$ cat config.mk
export PLATFORM = sky130hd
export DESIGN_NAME = id_ex_queue
export DESIGN_NICKNAME = d
export VERILOG_FILES = /design/src/rtl/id_ex_queue_pkg.sv /design/src/rtl/queue_hazard_cmp.sv /design/src/rtl/id_ex_queue.sv
export SDC_FILE = /design/constraint.sdc
export NUM_CORES = 1
export LEC_CHECK = 0
export BUFFER_PORTS_ARGS = -buffer_cell sky130_fd_sc_hd__buf_2
export CORE_UTILIZATION = 25
export DETAILED_ROUTE_END_ITERATION = 8
export GPL_TIMING_DRIVEN = 0
export PLACE_DENSITY = 0.44
export SLEW_MARGIN = 20
export SYNTH_ARGS = -nofsm -noshare
export SYNTH_HDL_FRONTEND = slang
export SYNTH_HIERARCHICAL = 1
export SYNTH_SLANG_ARGS = --single-unit
$ cat constraint.sdc
create_clock -name clk -period 11.2 [get_ports clk]
set_clock_uncertainty 0.15 [all_clocks]
set_input_delay 0.56 -clock clk [delete_from_list [all_inputs] [get_ports clk]]
set_output_delay 0.56 -clock clk [all_outputs]
set_load 0.01 [all_outputs]
$ cat src/rtl/id_ex_queue_pkg.sv
// Shared ID->EX definitions: default bubble instruction, load opcodes and payload field layout.
// EX unpacks the payload using the same offsets.
package id_ex_queue_pkg;

    localparam logic [31:0] NOP_INST_DEF = 32'h0000_0013;
    localparam logic [6:0]  OPC_LOAD     = 7'b0000011;
    localparam logic [6:0]  OPC_FLW      = 7'b0000111;

    // Payload layout, LSB first: pc, rd1, rd2, fd1, fd2, fd3, imm, br_taken
    localparam int PL_PC_LSB    = 0;
    localparam int PL_RD1_LSB   = 32;
    localparam int PL_RD2_LSB   = 64;
    localparam int PL_FD1_LSB   = 96;
    localparam int PL_FD2_LSB   = 128;
    localparam int PL_FD3_LSB   = 160;
    localparam int PL_IMM_LSB   = 192;
    localparam int PL_BR_BIT    = 224;
    localparam int PAYLOAD_W_DEF = 225;

    function automatic logic is_load_op(input logic [31:0] inst);
        return (inst[6:0] == OPC_LOAD) || (inst[6:0] == OPC_FLW);
    endfunction

endpackage

$ cat src/rtl/queue_hazard_cmp.sv
// Per-entry load-use comparator: flags a queued load whose rd is read by the decoding instruction.
module queue_hazard_cmp (
    input  logic       vld,
    input  logic       is_load,
    input  logic [4:0] rd,
    input  logic [4:0] rs1,
    input  logic [4:0] rs2,
    output logic       match
);

    assign match = vld & is_load & (rd != 5'd0) & ((rd == rs1) | (rd == rs2));

endmodule

$ cat src/rtl/id_ex_queue.sv
// Elastic ID->EX queue: circular flop buffer with valid/ready handshake, flush,
// NOP bubble on empty, and load-use hazard detection against every queued load.
module id_ex_queue
    import id_ex_queue_pkg::*;
#(
    parameter int          DEPTH     = 2,
    parameter int          PAYLOAD_W = PAYLOAD_W_DEF,
    parameter logic [31:0] NOP_INST  = NOP_INST_DEF,
    localparam int         CNT_W     = $clog2(DEPTH + 1)
) (
    input  logic                 clk,
    input  logic                 rst,
    input  logic                 flush,
    input  logic                 in_valid,
    output logic                 in_ready,
    input  logic [31:0]          in_inst,
    input  logic [PAYLOAD_W-1:0] in_payload,
    input  logic [31:0]          dec_inst,
    output logic                 out_valid,
    input  logic                 out_ready,
    output logic [31:0]          out_inst,
    output logic [PAYLOAD_W-1:0] out_payload,
    output logic [CNT_W-1:0]     count,
    output logic                 load_hazard
);

    localparam int             PTR_W    = (DEPTH > 1) ? $clog2(DEPTH) : 1;
    localparam logic [CNT_W-1:0] FULL_CNT = CNT_W'(DEPTH);

    logic [31:0]          inst_q    [DEPTH];
    logic [PAYLOAD_W-1:0] payload_q [DEPTH];
    logic [4:0]           rd_q      [DEPTH];
    logic [DEPTH-1:0]     is_load_q;
    logic [DEPTH-1:0]     vld_q;
    logic [DEPTH-1:0]     match_vec;

    logic [PTR_W-1:0] wptr, rptr;
    logic [CNT_W-1:0] count_q, count_nxt;
    logic             in_ready_q;
    logic             push, pop;
    logic             unused_dec;

    function automatic logic [PTR_W-1:0] ptr_inc(input logic [PTR_W-1:0] p);
        return (p == PTR_W'(DEPTH - 1)) ? '0 : p + PTR_W'(1);
    endfunction

    assign out_valid = (count_q != '0);
    assign in_ready  = in_ready_q;
    assign count     = count_q;
    assign push      = in_valid & in_ready_q & ~flush;
    assign pop       = out_valid & out_ready & ~flush;

    always_comb begin
        count_nxt = count_q;
        case ({push, pop})
            2'b10:   count_nxt = count_q + CNT_W'(1);
            2'b01:   count_nxt = count_q - CNT_W'(1);
            default: count_nxt = count_q;
        endcase
    end

    // Control state: pointers, occupancy, entry valids
    always_ff @(posedge clk or negedge rst) begin
        if (!rst) begin
            wptr       <= '0;
            rptr       <= '0;
            count_q    <= '0;
            in_ready_q <= 1'b1;
            vld_q      <= '0;
        end else if (flush) begin
            wptr       <= '0;
            rptr       <= '0;
            count_q    <= '0;
            in_ready_q <= 1'b1;
            vld_q      <= '0;
        end else begin
            if (push) begin
                vld_q[wptr] <= 1'b1;
                wptr        <= ptr_inc(wptr);
            end
            if (pop) begin
                vld_q[rptr] <= 1'b0;
                rptr        <= ptr_inc(rptr);
            end
            count_q    <= count_nxt;
            in_ready_q <= (count_nxt != FULL_CNT);
        end
    end

    // Entry data is only ever observed through vld_q, so it carries no reset
    always_ff @(posedge clk) begin
        if (push) begin
            inst_q[wptr]    <= in_inst;
            payload_q[wptr] <= in_payload;
            is_load_q[wptr] <= is_load_op(in_inst);
            rd_q[wptr]      <= in_inst[11:7];
        end
    end

    assign out_inst    = out_valid ? inst_q[rptr]    : NOP_INST;
    assign out_payload = out_valid ? payload_q[rptr] : '0;

    for (genvar g = 0; g < DEPTH; g++) begin : g_hazard
        queue_hazard_cmp u_cmp (
            .vld     (vld_q[g]),
            .is_load (is_load_q[g]),
            .rd      (rd_q[g]),
            .rs1     (dec_inst[19:15]),
            .rs2     (dec_inst[24:20]),
            .match   (match_vec[g])
        );
    end

    assign load_hazard = |match_vec;
    assign unused_dec  = ^{dec_inst[31:25], dec_inst[14:0]};

endmodule

== Word-level counts from Yosys, hierarchy flattened ==
Memories as Yosys holds them, arrays and structs flattened.
Index checks and enable logic that the tools add are counted.

* Bits in registers: 9
* Memory bits (writable): 524
* Output and inout bits: 262
* Memories kept: 3

* Add/subtract/negate cells: 4
* Order comparisons: 4
* Eq/ne operators: 9
* Muxes and demuxes: 22
* Bitwise gates (word level): 16
* Reduce and logical (&&, ||, !) cells: 9

{| class="wikitable"
|+ Memory list
! name !! words !! width !! rd ports !! clocked after Yosys merged registers in !! wr ports !! line !! text
|-
| payload_q || 2 || 225 || 1 || 0 || 1 || id_ex_queue.sv:31 || <nowiki>logic [PAYLOAD_W-1:0] payload_q [DEPTH];</nowiki>
|-
| inst_q || 2 || 32 || 1 || 0 || 1 || id_ex_queue.sv:30 || <nowiki>logic [31:0] inst_q [DEPTH];</nowiki>
|-
| rd_q || 2 || 5 || 2 || 0 || 1 || id_ex_queue.sv:32 || <nowiki>logic [4:0] rd_q [DEPTH];</nowiki>
|}

{| class="wikitable"
|+ Operator list
! cell !! count
|-
| 225-bit two-way mux || 1
|-
| 32-bit two-way mux || 1
|-
| 5-bit equality test || 4
|-
| 1-bit two-way mux || 11
|-
| 1-bit bitwise AND || 10
|-
| 2-bit two-way mux || 5
|-
| 5-bit nonzero test || 2
|-
| 7-bit by 2-bit equality test with 1-bit output (second input constant) || 1
|-
| 7-bit by 3-bit equality test with 1-bit output (second input constant) || 1
|-
| 2-bit nonzero test || 3
|-
| 1-bit by 2-bit less-than comparator with 1-bit output (second input constant) || 2
|-
| 2-bit one-hot mux with 2 select lines || 1
|-
| 1-bit adder (second input constant) || 2
|-
| 2-bit by 1-bit adder with 2-bit output (second input constant) || 1
|-
| 2-bit bitwise AND || 1
|-
| 2-bit bitwise mux || 1
|-
| 1-bit demux with 1-bit select || 2
|-
| 2-bit by 1-bit equality test with 1-bit output (second input constant) || 1
|-
| 2-bit equality test (second input constant) || 1
|-
| 1-bit >= comparator (second input constant) || 2
|-
| 1-bit logical AND || 2
|-
| 2-bit != test (second input constant) || 1
|-
| 2-bit NOT || 1
|-
| 1-bit bitwise OR || 2
|-
| other kinds (5) || 5
|}

== Depth between registers and ports, before layout ==
* Word-level depth: 10
* Gate-level depth with buffers: 6
* Depth with buffers taken out: 6

== Modules after synthesis ==
Netlist, hierarchy kept.

{| class="wikitable"
|+ By module, submodules not included
! module !! times used !! cells an instance !! area each (um^2) !! seq. area each (um^2)
|-
| id_ex_queue || 1 || 1127 || 19845.3 || 15671.3
|-
| queue_hazard_cmp || 2 || 17 || 132.6 || 0.0
|}

== Worst setup path before layout ==
OpenSTA, ideal clock, no wires.

* Kind: input port to flip-flop
* Start point: input port flush
* End point: memory inst_q[1][0] (enable)
* Setup time: 0.884 ns
* Arrival time: 11.632 ns
* Data required time: 10.166 ns
* Slack: -1.466 ns
* Cell stages on the path: 3
* Buffers on the path: 1
* Cells stage by stage: buf_2 > nand3b_1 > nor2_1

* Cells in the longest elaborated chain, start to end: 4

{| class="wikitable"
|+ Ends and longest elaborated chain
! element !! line !! text
|-
| start, declared || id_ex_queue.sv:13 || <nowiki>input logic flush,</nowiki>
|-
| 1-bit NOT || id_ex_queue.sv:50 || <nowiki>assign push = in_valid & in_ready_q & ~flush;</nowiki>
|-
| 1-bit bitwise AND || id_ex_queue.sv:50 ||
|-
| 1-bit two-way mux || id_ex_queue.sv:92 || <nowiki>if (push) begin</nowiki>
|-
| 1-bit two-way mux (implied by the code) || id_ex_queue.sv:93 || <nowiki>inst_q[wptr] <= in_inst;</nowiki>
|-
| end, declared || id_ex_queue.sv:30 ||
|}

Every way passes these cells.

== Worst setup path in the final report ==
* Start point: register rptr
* End point: output port out_inst[6]

* Cells in the longest elaborated chain, start to end: 2

{| class="wikitable"
|+ Ends and longest elaborated chain
! element !! line !! text
|-
| start, declared || id_ex_queue.sv:37 || <nowiki>logic [PTR_W-1:0] wptr, rptr;</nowiki>
|-
| start signal, assigned || id_ex_queue.sv:83 || <nowiki>rptr <= ptr_inc(rptr);</nowiki>
|-
| memory 2 x 32 bit || n/a ||
|-
| 32-bit two-way mux || id_ex_queue.sv:100 || <nowiki>assign out_inst = out_valid ? inst_q[rptr] : NOP_INST;</nowiki>
|-
| end, declared || id_ex_queue.sv:21 || <nowiki>output logic [31:0] out_inst,</nowiki>
|}

Every way passes these cells.

==> key figures <==
Synthesis
  – Yosys warns: 6
  – Asr flop ratio synth: about 1.3%
  – Seq cells post-synth: 523
  – Post-synthesis cell area: 20100 µm²
  – Syn Nets: ~1500
  – Seq/Total Area, Yosys: 77.9%
  – Unique masters post-synth: 32
  – Avg Cell Area, Syn: 17.3 µm²
  – Top_reg_cell synth: edfxtp_1
  – EDFF count, synth: between 500 and 600
  – Mapped Cells: 1161

Setup path
  – Slowest cell on the critical path: mux2i_1
  – CP Capture Type: output pin
  – Worst setup path category: flip-flop to output pin
  – Setup crit start: rptr
  – R2R setup slack: between 8 and 9 ns
  – Crit path depth: 6
  – Critical Path AT: approximately 2.3 ns
  – Worst r2r dst: payload_q[1][31]
  – Delay-heaviest family, CP: buffers and inverters
  – Reg2Reg Depth: 7
  – Buf/Inv on CP: 4
  – Largest stage delay on the critical path: between 0.4 and 0.5 ns
  – RR Startpoint: in_ready
  – Max FO, Critical Path: 10
  – CP startpoint kind: flip-flop
  – WP data required: 10.49 ns
  – Crit-path cells: buf_2, buf_6, buf_6, mux2i_1, nor2_1, buf_2
  – Worst setup endpoint: out_inst[6]

Worst hold path
  – Path category of the worst min-delay check: input port to flip-flop
  – Hold Startpoint: in_inst[3]

Detailed routing
  – Post-DRT Antenna Nets: 0
  – First-pass iteration count of the detailed router: 6
  – Starting DRT DRC Count: between 300 and 400
  – Vias/cell: 4.05
  – Vias: about 13000
  – Routed length per instance: 17.5 µm
  – # DRC: 0
  – Final wirelength: 55000 µm

Layout
  – Layout Cell Area excl Fill: 29200 µm²
  – # fillers: 7675
  – Share of cells above drive strength 1: 33.7%
  – Fin util: 36.8%
  – P&R area growth vs syn: 45.0%
  – Fin nets: 2329

Clocking
  – PostCTS Resize Cnt: 0
  – Clock buffer depth: 3
  – Reg clk slew, reported paths: 0.06 ns
  – Clk sinks: between 500 and 600
  – TritonCTS clock tree: built
  – H-tree levels: 2
  – Num CTS Buffers: 56
  – Clock Latency Late Sink: 0.59 ns
  – CTS Root Cell: clkbuf_16

Place
  – Post-DP HPWL: 40000 µm
  – Area post-placement: 24800 µm²
  – Placement Setup Slack: 8.05 ns
  – Routability cong.: ~0.76
  – PortBufs: about 530

Run status
  – Status: finished, final reports clean

Power
  – Flop pwr share: between 40% and 50%
  – Clock network power share: 38.2%
  – PD cells: 165 nW/µm²
  – Psw: 1.17 mW
  – Switching part of the total: 24.3%
  – Pleak: 11.0 nW
  – Int Pwr: 3.64 mW
  – Combinational share of power: 14.6%
  – VDD IR max: between 0.1 and 0.15 mV
  – Pwr Total: about 4.8 mW

GRT
  – Grt ovf: 0
  – Pin count of the biggest net entering global routing: 25
  – Initial antenna violation count: 6
  – Global-route wire length before repair: 81900 µm
  – Gr usage total: 13.1%
  – Vias in the first global route: 13589

Timing
  – Slew headroom: 58.0%
  – Final setup viols: 0
  – Tightest Pin Transition: 0.631 ns
  – Min Tclk post-route: 3.03 ns
  – Final setup margin: 8.17 ns
  – Max-slew violations: 0
  – Final-report hold violation count: 0
  – Setup TNS: 0 ns
  – Achievable clock frequency: 330 MHz
  – Period utilization: 27.1%
  – RSZ-0062 raised after global routing: no

Die
  – Die X: 286 µm
  – I/O pin count: roughly 560
  – Die Height: about 290 µm
  – Cell row count: 103
  – Initial core utilization: 25.4%
  – Core region area: 79300 µm²
  – Die footprint: 81600 µm²

Job
  – Max Cap Viol: 0
## cell families (layout without fill, tap and decap cells)
group,after synthesis,after routing,synth area share [%]
flip-flops,523,523,77.9
AND/OR/NAND/NOR,284,284,5.52
multiplexers,257,257,12.8
buffers and inverters,61,982,2.25
XOR/XNOR,24,24,1.05
AO/OA/AOI/OAI,11,11,0.398
adder cells (fa/ha/maj),1,1,0.0622
other,0,2,0
## synth_stat cells, types with 4 or more instances
master    instances  share of area, %
buf_2            26              0.65
clkbuf_1          5             0.093
nand3_1           4              0.10
xnor2_1          12              0.52
buf_6            24               1.3
mux2i_1         257                13
xor2_1           12              0.52
nand2_1           4             0.075
dfrtp_1           6              0.75
nor2_1          259               4.8
nor3_1            5              0.12
edfxtp_1        516                77
## timing repair
action | 4_1_cts | 5_1_grt
hold buffers | 256 | 0
hold endpoints to repair | 517 | 0
buffers inserted | 0 | 0
## sequential cells by signal, summed over array words and instances (netlist names)
register / count
count: 2
wptr: 1
vld_q: 2
rptr: 1
payload_q: 450
inst_q: 64
in_ready: 1
is_load_q: 2
## area by class of cell
class / instances / area (µm²) / area share, %
plain buffers: 58 / 442 / 1.51
clock buffers: 72 / 1500 / 5.16
multi-input cells: 577 / 4000 / 13.7
well taps: 1050 / 1310 / 4.51
diodes: 2 / 5.00 / 0.0172
flip-flops and latches: 523 / 15700 / 53.7
inverters: 3 / 11.3 / 0.0386
repair buffers: 815 / 5890 / 20.2
clock inverters: 34 / 324 / 1.11
## stage by stage
step | std cells | hold WS (ns)
floorplan | 1161 | 0.114
global placement | 2743 | 0.272
detailed placement | 2770 | 0.274
CTS | 3132 | 0.00486
global route | 3133 | 0.0250
finish | 3134 | 0.0642
## worst register-to-register path: cells and delay by family (launching register included)
family,cells,cell delay [ns]
AND/OR/NAND/NOR,2,0.73
flip-flops,1,0.55
buffers and inverters,5,1.03
## how the worst min path moves through the flow
stage / to / cells after the start / slack (ns)
floorplan: count[0] / 0 / 0.11
global placement: count[0] / 1 / 0.27
detailed placement: wptr / 1 / 0.27
CTS: inst_q[1][3] / 1 / 0.005
global route: inst_q[0][5] / 1 / 0.02
finish: inst_q[0][3] / 1 / 0.06
## routing by layer
layer / track usage (%) / vias up / share of wire (%)
met1: 15.7 / 6183 / 41
met4: 3.57 / 6 / 2.2
met2: 22.9 / 352 / 50
met3: 3.75 / 75 / 6.7
li1: - / 6091 / -
met5: 0 / - / 0.071
## placed cells by master (no fill, tap or decap), drive strengths merged, types with 2 or more instances in the layout
master,n
buf,612
edfxtp,516
nor2,260
mux2i,257
dlygate4sd3,256
clkbuf,77
clkinv,25
xnor2,12
xor2,12
bufinv,6
dfrtp,6
nor3,5
nand2,4
nand3,4
nor2b,3
a21oi,3
clkinvlp,3
inv,3
diode,2
o21ai,2
or2,2
or4,2
o211ai,2
## power by group through the flow
stage	clock network, mW	registers (mW)	logic (mW)
3_3_place_gp	0	2.38	0.607
5_1_grt	1.98	2.28	0.764
4_1_cts	1.91	2.27	0.722
6_report	1.84	2.27	0.702
2_1_floorplan	0	2.35	0.334
3_5_place_dp	0	2.31	0.644
Power figures use the tool's default switching activity.
